`config.mk`:
```
export PLATFORM = sky130hd
export DESIGN_NAME = digit_serial_adder
export DESIGN_NICKNAME = d
export VERILOG_FILES = /design/src/rtl/digit_serial_adder.sv
export SDC_FILE = /design/constraint.sdc
export NUM_CORES = 1
export LEC_CHECK = 0
export CAP_MARGIN = 20
export CORE_MARGIN = 2
export CORE_UTILIZATION = 35
export CTS_CLUSTER_DIAMETER = 80
export DETAILED_ROUTE_END_ITERATION = 16
export HOLD_SLACK_MARGIN = 0.05
export PLACE_DENSITY = 0.63
export SYNTH_ARGS = -nofsm -noshare
export SYNTH_HDL_FRONTEND = slang
export SYNTH_SLANG_ARGS = --single-unit
```
`constraint.sdc`:
```
create_clock -name clk -period 4 [get_ports clk]
set_input_delay 0.8 -clock clk [delete_from_list [all_inputs] [get_ports clk]]
set_output_delay 0.8 -clock clk [all_outputs]
set_load 0.05 [all_outputs]
```
`src/rtl/digit_serial_adder.sv`:
```
// Digit-serial adder/subtractor: WIDTH-bit operands processed DIGIT bits per clock,
// LSB digit first, with valid/ready handshakes on the operand and result sides.
module digit_serial_adder #(
  parameter int WIDTH = 16,
  parameter int DIGIT = 4
) (
  input  logic             clk,
  input  logic             rst_n,
  input  logic             in_valid,
  output logic             in_ready,
  input  logic [WIDTH-1:0] a,
  input  logic [WIDTH-1:0] b,
  input  logic             cin,
  input  logic             sub,
  output logic             out_valid,
  input  logic             out_ready,
  output logic [WIDTH-1:0] sum,
  output logic             cout,
  output logic             ovf,
  output logic             busy,
  output logic [1:0]       dbg_state
);
  localparam int NDIG = WIDTH / DIGIT;
  localparam int CW = (NDIG > 1) ? $clog2(NDIG) : 1;
  localparam logic [CW-1:0] LAST = CW'(NDIG - 1);

  if (WIDTH % DIGIT != 0) begin : g_bad_digit
    $error("digit_serial_adder: WIDTH must be a multiple of DIGIT");
  end

  // Handshake: a transfer happens on a rising edge where valid && ready are both high.
  // in_valid/in_ready move operands in (IDLE only); out_valid/out_ready move the result out (DONE only).
  typedef enum logic [1:0] {IDLE = 2'd0, RUN = 2'd1, DONE = 2'd2} state_t;
  state_t state, state_nxt;

  logic [WIDTH-1:0] a_sh, b_sh, res_sh, res_nxt, s_ext;
  logic [CW-1:0]    cnt;
  logic             c, c_nxt, a_msb, b_msb;
  logic [DIGIT:0]   dig;

  always_ff @(posedge clk or negedge rst_n) begin
    if (!rst_n) state <= IDLE;
    else        state <= state_nxt;
  end

  always_comb begin
    state_nxt = state;
    case (state)
      IDLE:    if (in_valid)       state_nxt = RUN;
      RUN:     if (cnt == LAST)    state_nxt = DONE;
      DONE:    if (out_ready)      state_nxt = IDLE;
      default:                     state_nxt = IDLE;
    endcase
  end

  assign in_ready  = (state == IDLE);
  assign busy      = (state == RUN);
  assign out_valid = (state == DONE);
  assign dbg_state = state;

  // One digit of the carry chain; the digit sum enters the result from the top.
  always_comb begin
    dig     = {1'b0, a_sh[DIGIT-1:0]} + {1'b0, b_sh[DIGIT-1:0]} + {{DIGIT{1'b0}}, c};
    c_nxt   = dig[DIGIT];
    s_ext   = WIDTH'(dig[DIGIT-1:0]);
    res_nxt = (res_sh >> DIGIT) | (s_ext << (WIDTH - DIGIT));
  end

  always_ff @(posedge clk or negedge rst_n) begin
    if (!rst_n) begin
      a_sh   <= '0;
      b_sh   <= '0;
      res_sh <= '0;
      cnt    <= '0;
      c      <= 1'b0;
      a_msb  <= 1'b0;
      b_msb  <= 1'b0;
      sum    <= '0;
      cout   <= 1'b0;
      ovf    <= 1'b0;
    end else if (state == IDLE && in_valid) begin
      // Subtraction is a + ~b + 1; a borrow-in removes the +1.
      a_sh   <= a;
      b_sh   <= sub ? ~b : b;
      c      <= cin ^ sub;
      cnt    <= '0;
      a_msb  <= a[WIDTH-1];
      b_msb  <= b[WIDTH-1] ^ sub;
    end else if (state == RUN) begin
      a_sh   <= a_sh >> DIGIT;
      b_sh   <= b_sh >> DIGIT;
      res_sh <= res_nxt;
      c      <= c_nxt;
      cnt    <= cnt + CW'(1);
      if (cnt == LAST) begin
        sum  <= res_nxt;
        cout <= c_nxt;
        ovf  <= (a_msb == b_msb) && (res_nxt[WIDTH-1] != a_msb);
      end
    end
  end
endmodule
```
---- Word-level counts from Yosys, hierarchy flattened ----
Index checks and enable logic that the tools add are counted.
word-level totals
  register bits after elaboration ......... 73
  bits in latches ......................... 0
  bits in writable memories ............... 0
  bits in read-only memories .............. 0
  input bits .............................. 38
  output and inout port bits .............. 23
  memories kept ........................... 0
cells by class
  $add $sub $neg .......................... 3
  $mul .................................... 0
  divide/modulo/power cells ............... 0
  order comparisons ....................... 0
  equality and inequality tests ........... 8
  shifts and indexed selects .............. 0
  mux-type cells .......................... 13
  bitwise logic cells ..................... 5
  reductions and logical operators ........ 7
operators by type and width
  kind                   count
  $mux W16               5
  $not A16 Y16           1
  $or A12 B16 Y16        1
  $mux W2                5
  $pmux W2 S3            1
  $reduce_and A3 Y1      2
  $add A4 B4 Y5          1
  $add A5 B1 Y5          1
  $eq A2 B2 Y1 const B   2
  $ne A2 B1 Y1 const B   2
  $add A2 B1 Y2 const B  1
  $eq A2 B1 Y1 const B   1
  $logic_and A1 B1 Y1    2
  $logic_not A2 Y1       1
  $mux W1                2
  $ne A2 B2 Y1 const B   1
  $reduce_and A2 Y1      1
  $reduce_bool A2 Y1     1
  $xor A1 B1 Y1          2
  $eq A1 B1 Y1           1
  $ne A1 B1 Y1           1
  $not A1 Y1             1

---- Depth between registers and ports, before layout ----
Gate-level depths: netlist of the first run.
  depth after elaboration ................. 5
  mapped depth ............................ 7
  depth with buffers taken out ............ 7

---- Worst setup path after synthesis of the first run ----
No wires, ideal clock.
  path kind ............................... flip-flop to output port
  start ................................... register state[1], in the netlist dbg_state[1]
  end ..................................... output port busy
  data arrival time ....................... 1.503 ns
  data required time ...................... 3.200 ns
  setup slack ............................. 1.697 ns
  stages on the path, launching flop included .. 6
  cell sequence ........................... dfrtp_1 -> nand2b_1 -> buf_6 -> inv_4 -> buf_6 -> buf_2
between the ends
  longest elaborated chain between the ends .. 1
ends and longest elaborated chain
  item                      RTL line  RTL
  start: declaration        34        state_t state, state_nxt;
  start signal: assignment  43        else state <= state_nxt;
  $eq A2 B1 Y1              57        assign busy = (state == RUN);
  end: declaration          20        output logic busy,
No other way between the ends.

---- Final worst setup path of the first run ----
Ends and elaborated chain as after synthesis.

==> impl_results.md, run 1 <==
* Initial Utilization at 35.5%
* FF+latch count, synth at 69
* Slew Viols, Final at 0
* CP max FO at 39
* Initial antenna violation count at 0
* F_max at 329 MHz
* Worst reg2reg path depth at 5
* Number of global-route vias before repair at 2194
* First-pass GRT wire length at 10400 um
* Min-delay worst type: reg2reg
* Worst-path clk slew at 0.08 ns
* Drt pass-1 iters at 4
* WHS Endpoint: res_sh[4]
* Number of diodes at 0
* PwrDens at 891 nW/um^2
* Area delta synth->final at 29.2%
* Mapped Avg Cell Area at 10.8 um^2
* Status: finished, final reports clean
* Largest cells by area after synthesis: dfrtp_1 (57%), nand2_1 (9.3%), mux2_2 (4.8%)
* Setup total negative slack at 0 ns
* Cells after Synth at 283
* Synth Warn # at 0
* Hold-fix buffers, CTS at 0
* Post-DP HPWL at 4130 um
* Via density at 4.80
* Reg area at 1730 um^2
* Syn Nets at 327
* Mapped Area at 3050 um^2
* Logic gate share of total power at 46.1%
* Hold Crit Start: res_sh[4]
* Postcts setup bufs at 0
* Total track usage at 13.6%
* Worst-Margin Slew at 0.915 ns
* Final Setup Violations at 0
* Ports at 61
* CP Launch Type: flip-flop
* Largest net degree at the start of global routing at 41
* Max Buffers Root-to-Sink at 2
* Critical path data required time at 3.20 ns
* Fraction of layout cells with a size suffix above 1 at 10.4%
* CTS resizes at 0
* CTS tree: done
* Core area at 8590 um^2
* Critical path class: reg2out
* VDD IR-drop max at 0.000250 V
* Number of remaining DRC errors at 0
* IO Port Bufs at 60
* Nature of the critical path endpoint: output port
* Worst Hold Depth at 2
* Minimum clock period at 3.04 ns
* Clock root buffer: clkbuf_8
* Critical R2R Launch: dbg_state[1]
* Most frequent cells in the layout: nand2_1 (76), dfrtp_1 (69), clkdlybuf4s50_1 (59)
* Inserted Clock Buffers at 9
* Cells after DPL at 437
* Post-synthesis sequential area ratio at 56.6%
* Most common cell after layout, fill and taps aside: nand2_1
* Fin. Hold Viols at 0
* Sink Count at 69
* Area occupied by multi-input gates at 1200 um^2
* Final WL at 6070 um
* Max cap viols at 0
* Slew HR at 38.8%
* Post-synth top area share at 56.6%
* Clock Skews at 0.00772 ns
* GP Congestion at 0.699
* Reg2Reg Setup Slack at 2.05 ns
* Total gr overflow at 0
* Max H-tree Level at 3
* Layout Nets at 384
* Area leader, netlist: dfrtp_1
* Pre-CTS WS at 1.31 ns
* RSZ-0062 raised after global routing: no
* Sw Pwr at 1.46 mW
* Die ar. at 9480 um^2
* Sequential share of power at 34.8%
* Via count of the routed design at 2174
* Post-Layout Cell Count at 453
* Critical R2R Capture: ovf
* Sw Share at 41.6%
* Site Rows at 34
* WL/cell at 13.4 um
* CP arrival at 2.24 ns
* DR iter-0 viols at 93
* Pleak at 1.80 nW
* Die X at 97.4 um
* Antenna-violating nets left at 0
* Worst skew pair latency at 0.34 ns
* Cell variety after synth at 30
* Power share of the clock group at 19.1%
* P_int at 2.05 mW
* Die H at 97.4 um
* Filler Cell Count at 824
* Final Cycle Share at 76.1%
* Final worst slack at 0.957 ns
## metal layers
metal | wire length (um) | vias to the layer above | global-route usage (%)
met5 | 0 | - | 0
met3 | 317 | 11 | 5.32
li1 | - | 1072 | -
met4 | 112 | 0 | 3.74
met1 | 2790 | 1036 | 17.9
met2 | 2850 | 55 | 21.0
## worst max-delay path: stages (launching register included)
cell	delay (ns)
dfrtp_1	0.44
nand2b_1	0.22
inv_4	0.36
clkdlybuf4s50_1	0.89
## final cells by class
cell class              instances  share of cell area, %
repair buffers                 63                   15.7
flip-flops and latches         69                   43.8
inverters                       6                  0.635
clock buffers                  10                   3.24
multi-input cells             191                   30.4
clock inverters                 6                   2.83
well taps                     108                   3.43
## synthesized netlist by cell type, drive strengths merged
master    n
fa        2
nand3     5
nor2     14
o21ai    19
a211o     1
and3b     1
a21oi     2
mux2     13
o2111ai   1
buf      11
xor2      4
dfrtp    69
nor3      1
a21o      2
xnor2    15
a22oi    12
clkbuf    6
nand2b    1
or3       1
ha        4
inv       6
a221o    13
nor3b     2
or2b      1
nand2    77
## worst max-delay path by stage
stage	endpoint	cells past startpoint	from	slack (ns)
floorplan	busy	5	dbg_state[1]	1.70
global placement	busy	3	dbg_state[1]	1.33
detailed placement	busy	3	dbg_state[1]	1.31
CTS	busy	3	dbg_state[1]	0.92
global route	busy	3	dbg_state[1]	0.88
finish	busy	3	dbg_state[1]	0.96
## flip-flops by register name, indices dropped and copies added, names as in the netlist
name       count
b_sh          16
a_sh          16
ovf            1
c              1
sum           16
a_msb          1
cnt            2
b_msb          1
res_sh        12
dbg_state      2
cout           1
## through the flow
step / util [%] / total power [mW] / area (um^2) / hold slack, ns
after detailed placement: 43.1 / 2.88 / 3700 / 0.463
final: 45.9 / 3.51 / 3940 / 0.478
after floorplan: - / 2.43 / 3050 / 0.442
after global placement: 43.1 / 2.83 / 3700 / 0.455
after global routing: 45.9 / 3.79 / 3940 / 0.504
after CTS: 45.9 / 3.56 / 3940 / 0.482
## cell families (layout without fill, tap and decap cells)
| group | Yosys count | in the layout | share of synthesized area, % |
|---|---|---|---|
| AO/OA/AOI/OAI | 50 | 50 | 11.7 |
| flip-flops | 69 | 69 | 56.6 |
| adder cells (fa/ha/maj) | 6 | 6 | 2.95 |
| AND/OR/NAND/NOR | 103 | 103 | 14.3 |
| multiplexers | 13 | 13 | 4.80 |
| buffers and inverters | 23 | 85 | 4.18 |
| XOR/XNOR | 19 | 19 | 5.45 |
## power groups by stage
stage               registers, mW  clock network, mW  logic [mW]
floorplan                    1.51                  0       0.917
global placement             1.23                  0        1.60
detailed placement           1.24                  0        1.64
CTS                          1.23              0.688        1.64
global route                 1.27              0.732        1.79
finish                       1.22              0.671        1.62
Note: power is estimated with default switching activity, not from simulation.
==> inputs of run 2 (changes only) <==
Settings changed: PLACE_DENSITY 0.63 to 0.65.
Clock period 4 ns to 2.7 ns, I/O delays scaled along.
==> impl_results.md, run 2 (synthesis results as in run 1) <==
* Status: finished, final reports clean
* Power share of the clock group at 15.8% (-3.3 points)
* VDD IR-drop max at 0.000611 V (+140%)
* Die H at 97.4 um (unchanged)
* Minimum clock period at 2.42 ns
* IO Port Bufs at 60 (unchanged)
* Inserted Clock Buffers at 9 (unchanged)
* Total gr overflow at 0 (unchanged)
* Number of global-route vias before repair at 2265 (+3.2%)
* WL/cell at 13.2 um (-1.3%)
* Clock Skews at 0.00447 ns (-0.00324 ns)
* Worst-path clk slew at 0.06 ns (-0.02 ns)
* Via count of the routed design at 2154 (-0.92%)
* Setup total negative slack at 0 ns (unchanged)
* Worst-Margin Slew at 0.653 ns (-0.262 ns)
* Largest net degree at the start of global routing at 70 (+71%)
* Critical path class: reg2out
* Fin. Hold Viols at 0 (unchanged)
* F_max at 414 MHz
* Core area at 8590 um^2 (unchanged)
* Max cap viols at 0 (unchanged)
* Sequential share of power at 36.1% (+1.3 points)
* Filler Cell Count at 810 (-1.7%)
* Sw Pwr at 2.14 mW (+47%)
* Nature of the critical path endpoint: output port
* Area delta synth->final at 28.5%
* Hold-fix buffers, CTS at 0 (unchanged)
* Min-delay worst type: in2async
* CP peak stage delay at 0.79 ns (-0.10 ns)
* Worst skew pair latency at 0.34 ns (about the same)
* Postcts setup bufs at 0 (unchanged)
* Max H-tree Level at 3 (unchanged)
* Area occupied by multi-input gates at 1200 um^2 (unchanged)
* Post-Layout Cell Count at 454 (+0.22%)
* Number of remaining DRC errors at 0 (unchanged)
* Crit path buf inv count at 2 (unchanged)
* Layout Nets at 385 (+0.26%)
* Total track usage at 14.1% (+0.55 points)
* Most common cell after layout, fill and taps aside: nand2_1
* Number of diodes at 0 (unchanged)
* Site Rows at 34 (unchanged)
* CTS resizes at 0 (unchanged)
* Slew Viols, Final at 0 (unchanged)
* Ports at 61 (unchanged)
* Slew HR at 56.4% (+18 points)
* Final WL at 6000 um (-1.1%)
* Logic gate share of total power at 48.1% (+2.0 points)
* Critical path data required time at 2.16 ns (-1.04 ns)
* Pleak at 1.80 nW (-0.25%)
* CP arrival at 1.88 ns (-0.36 ns)
* Max Buffers Root-to-Sink at 2 (unchanged)
* RSZ-0062 raised after global routing: no
* Clock root buffer: clkbuf_8
* Biggest regs: a_sh (16), b_sh (16), sum (16)
* Tot Pwr at 5.02 mW (+43%)
* Fin area at 3920 um^2 (-0.48%)
* Reg area at 1730 um^2 (unchanged)
* Die X at 97.4 um (unchanged)
* Die ar. at 9480 um^2 (unchanged)
* First-pass GRT wire length at 10800 um (+3.9%)
* Initial antenna violation count at 0 (unchanged)
* P_int at 2.88 mW (+41%)
* Post-DP HPWL at 3860 um (-6.4%)
* PwrDens at 1280 nW/um^2 (+44%)
* Fin Hold WS at 0.207 ns (-0.271 ns)
* Final Setup Violations at 0 (unchanged)
* Worst path top cell family by delay: buffers and inverters
* Via density at 4.74 (-1.1%)
* GP Congestion at 0.781 (+12%)
* Antenna-violating nets left at 0 (unchanged)
* DR iter-0 viols at 76 (-18%)
* Initial Utilization at 35.5% (unchanged)
* CP Launch Type: flip-flop
* Final Cycle Share at 89.5%
* CP cell instances: or2b_1 -> inv_1 -> clkdlybuf4s50_1
* CP max FO at 5 (-87%)
* Drt pass-1 iters at 4 (unchanged)
* Cells after DPL at 438 (+0.23%)
* Fraction of layout cells with a size suffix above 1 at 10.4% (-0.030 points)
* Sink Count at 69 (unchanged)
* DP Area at 3730 um^2 (+0.81%)
* Sw Share at 42.7% (+1.0 points)
* CTS tree: done
* Most frequent cells in the layout: nand2_1 (76), dfrtp_1 (69), clkdlybuf4s50_1 (58)
* Crit-path slowest cell: clkdlybuf4s50_1
run 2: cell count changes in the layout (fill, tap and decap cells not counted), moves of 2 or more:
cell / previous run / this run
clkbuf_8: 9 / 13
bufinv_16: 3 / 0
buf_12: 0 / 2
clkbuf_1: 1 / 3
run 2: final cells by class:
| cell class | count | area share (%) |
|---|---|---|
| flip-flops and latches | 69 | 44.0 |
| multi-input cells | 191 | 30.5 |
| repair buffers | 64 | 16.5 |
| clock buffers | 16 | 4.85 |
| well taps | 108 | 3.44 |
| inverters | 6 | 0.638 |
run 2: per-layer routing:
| layer | part of all wire [%] | global-route usage (%) | vias up |
|---|---|---|---|
| li1 | - | - | 1073 |
| met1 | 46 | 18.1 | 1021 |
| met2 | 47 | 22.0 | 53 |
| met3 | 6.0 | 5.76 | 7 |
| met4 | 1.2 | 4.49 | 0 |
| met5 | 0 | 0 | - |
run 2: final timing paths:
kind / startpoint / end / slack (ns) / cells after the start
setup / recovery: dbg_state[0] / out_valid / 0.28 / 3
hold / removal: rst_n / sum[2] / 0.21 / 2
setup reg to reg: dbg_state[1] / ovf / 0.74 / 5
hold reg to reg: res_sh[7] / res_sh[7] / 0.47 / 2
max in group asynchronous: rst_n / cnt[0] / 2.19 / 2
min in group clk: res_sh[7] / res_sh[7] / 0.47 / 2
run 2: stage by stage:
stage               utilization [%]  worst slack, ns
CTS                            45.6            0.256
global placement               43.4            0.660
detailed placement             43.4            0.641
finish                         45.6            0.283
floorplan                         -            0.648
global route                   45.6            0.217
run 2: power groups by stage:
stage / Clock, mW / Combinational [mW] / Sequential, mW
3_3_place_gp: 0 / 2.40 / 1.82
5_1_grt: 0.874 / 2.68 / 1.88
6_report: 0.795 / 2.42 / 1.81
4_1_cts: 0.819 / 2.45 / 1.82
2_1_floorplan: 0 / 1.36 / 2.24
3_5_place_dp: 0 / 2.44 / 1.83
run 2: worst register-to-register path, delay by kind of cell (launching register included):
family / cells / cell delay, ns
DFF: 1 / 0.43
and+or+nand+nor: 3 / 0.69
AOI/OAI and AO/OA: 1 / 0.39
buffers and inverters: 1 / 0.37
==> inputs of run 3 (changes only) <==
Settings changed: PLACE_DENSITY 0.65 to 0.63.
Clock period 2.7 ns to 2.9 ns, I/O delays scaled along.
==> impl_results.md, run 3 (synthesis results as in run 1) <==
* Status: finished, final reports clean
* Number of diodes at 0 (unchanged)
* Total gr overflow at 0 (unchanged)
* Worst-Margin Slew at 0.758 ns (+0.105 ns)
* CTS resizes at 0 (unchanged)
* Final Cycle Share at 84.7%
* GP Congestion at 0.774 (-0.83%)
* First-pass GRT wire length at 10600 um (-1.5%)
* Site Rows at 34 (unchanged)
* CP max FO at 5 (unchanged)
* Critical R2R Launch: dbg_state[1]
* Via density at 4.84 (+2.0%)
* Core area at 8590 um^2 (unchanged)
* Final Setup Violations at 0 (unchanged)
* DP Area at 3730 um^2 (unchanged)
* CP arrival at 1.88 ns (about the same)
* CP Launch Type: flip-flop
* Via count of the routed design at 2197 (+2.0%)
* RSZ-0062 raised after global routing: no
* Number of remaining DRC errors at 0 (unchanged)
* Initial Utilization at 35.5% (unchanged)
* Number of global-route vias before repair at 2164 (-4.5%)
* Final WL at 6270 um (+4.5%)
* Ports at 61 (unchanged)
* Die H at 97.4 um (unchanged)
* Area delta synth->final at 30.8%
* Die ar. at 9480 um^2 (unchanged)
* Critical path data required time at 2.32 ns (+0.16 ns)
* Post-Layout Cell Count at 454 (unchanged)
* CTS tree: done
* WL/cell at 13.8 um (+4.5%)
* Biggest regs: a_sh (16), b_sh (16), sum (16)
* Antenna-violating nets left at 0 (unchanged)
* Fraction of layout cells with a size suffix above 1 at 11.3% (+0.87 points)
* Max Buffers Root-to-Sink at 2 (unchanged)
* Max H-tree Level at 3 (unchanged)
* VDD IR-drop max at 0.000430 V (-30%)
* Slew Viols, Final at 0 (unchanged)
* Largest net degree at the start of global routing at 40 (-43%)
* Fin Hold WS at 0.307 ns (+0.100 ns)
* F_max at 407 MHz
* Critical R2R Capture: ovf
* Initial antenna violation count at 0 (unchanged)
* Hold-fix buffers, CTS at 0 (unchanged)
* Reg area at 1730 um^2 (unchanged)
* Inserted Clock Buffers at 9 (unchanged)
* PwrDens at 1240 nW/um^2 (-3.5%)
* Critical path class: reg2out
* Most frequent cells in the layout: nand2_1 (76), dfrtp_1 (69), clkdlybuf4s50_1 (58)
* Fin area at 3990 um^2 (+1.7%)
* Cells after DPL at 438 (unchanged)
* Clock root buffer: clkbuf_8
* Min-delay worst type: in2async
* Post-DP HPWL at 4290 um (+11%)
* Clock Skews at 0.00991 ns (+0.00543 ns)
* Total track usage at 14.0% (-0.10 points)
* Worst skew pair latency at 0.34 ns (about the same)
* Drt pass-1 iters at 4 (unchanged)
* Setup total negative slack at 0 ns (unchanged)
* Postcts setup bufs at 0 (unchanged)
* Most common cell after layout, fill and taps aside: nand2_1
* Max cap viols at 0 (unchanged)
* Pleak at 1.83 nW (+1.6%)
* Nature of the critical path endpoint: output port
* IO Port Bufs at 60 (unchanged)
* Sink Count at 69 (unchanged)
* Layout Nets at 385 (unchanged)
* Die X at 97.4 um (unchanged)
* Filler Cell Count at 800 (-1.2%)
* Reg2Reg Setup Slack at 0.90 ns (+0.16 ns)
* Slew HR at 49.5% (-6.9 points)
* Tot Pwr at 4.93 mW (-1.8%)
* Worst reg2reg path depth at 5 (unchanged)
* Worst-path clk slew at 0.07 ns (about the same)
* Area occupied by multi-input gates at 1200 um^2 (unchanged)
* Minimum clock period at 2.46 ns
* Fin. Hold Viols at 0 (unchanged)
* DR iter-0 viols at 115 (+51%)
run 3: area by class of cell:
class / instances / area share, %
Sequential cell: 69 / 43.3
Multi-Input combinational cell: 191 / 30.0
Timing Repair Buffer: 64 / 16.2
Clock buffer: 11 / 3.79
Tap cell: 108 / 3.39
Clock inverter: 5 / 2.67
Inverter: 6 / 0.627
run 3: critical path, cell delays in order, from the launching register on:
cell             delay (ns)
dfrtp_1                0.45
or2b_1                 0.26
inv_1                  0.05
clkdlybuf4s50_1        0.79
run 3: layer usage:
layer,vias to the layer above,track usage (%),wire length [um]
met4,0,4.81,53
met1,1064,17.8,2880
met5,-,0,0
met2,50,22.6,3060
met3,7,4.68,277
li1,1076,-,-
run 3: worst max path at each step:
stage	startpoint	end	slack, ns	cells past startpoint
finish	dbg_state[0]	out_valid	0.44	3
global route	dbg_state[1]	out_valid	0.37	3
CTS	dbg_state[1]	out_valid	0.42	3
detailed placement	in_valid	a_sh[1]	0.79	5
global placement	dbg_state[0]	out_valid	0.82	3
floorplan	dbg_state[1]	busy	0.82	5
run 3: metrics by stage:
step                setup slack (ns)  utilization [%]
global route                   0.374             46.4
finish                         0.445             46.4
global placement               0.822             43.4
CTS                            0.423             46.4
floorplan                      0.817                -
detailed placement             0.789             43.4
run 3: power breakdown:
| group | total, mW | switching, mW | leakage (nW) | internal (mW) |
|---|---|---|---|---|
| Combinational | 2.27 | 1.40 | 0.825 | 0.862 |
| Clock | 0.977 | 0.357 | 0.126 | 0.620 |
| Sequential | 1.69 | 0.277 | 0.874 | 1.41 |
| Total | 4.93 | 2.04 | 1.83 | 2.90 |
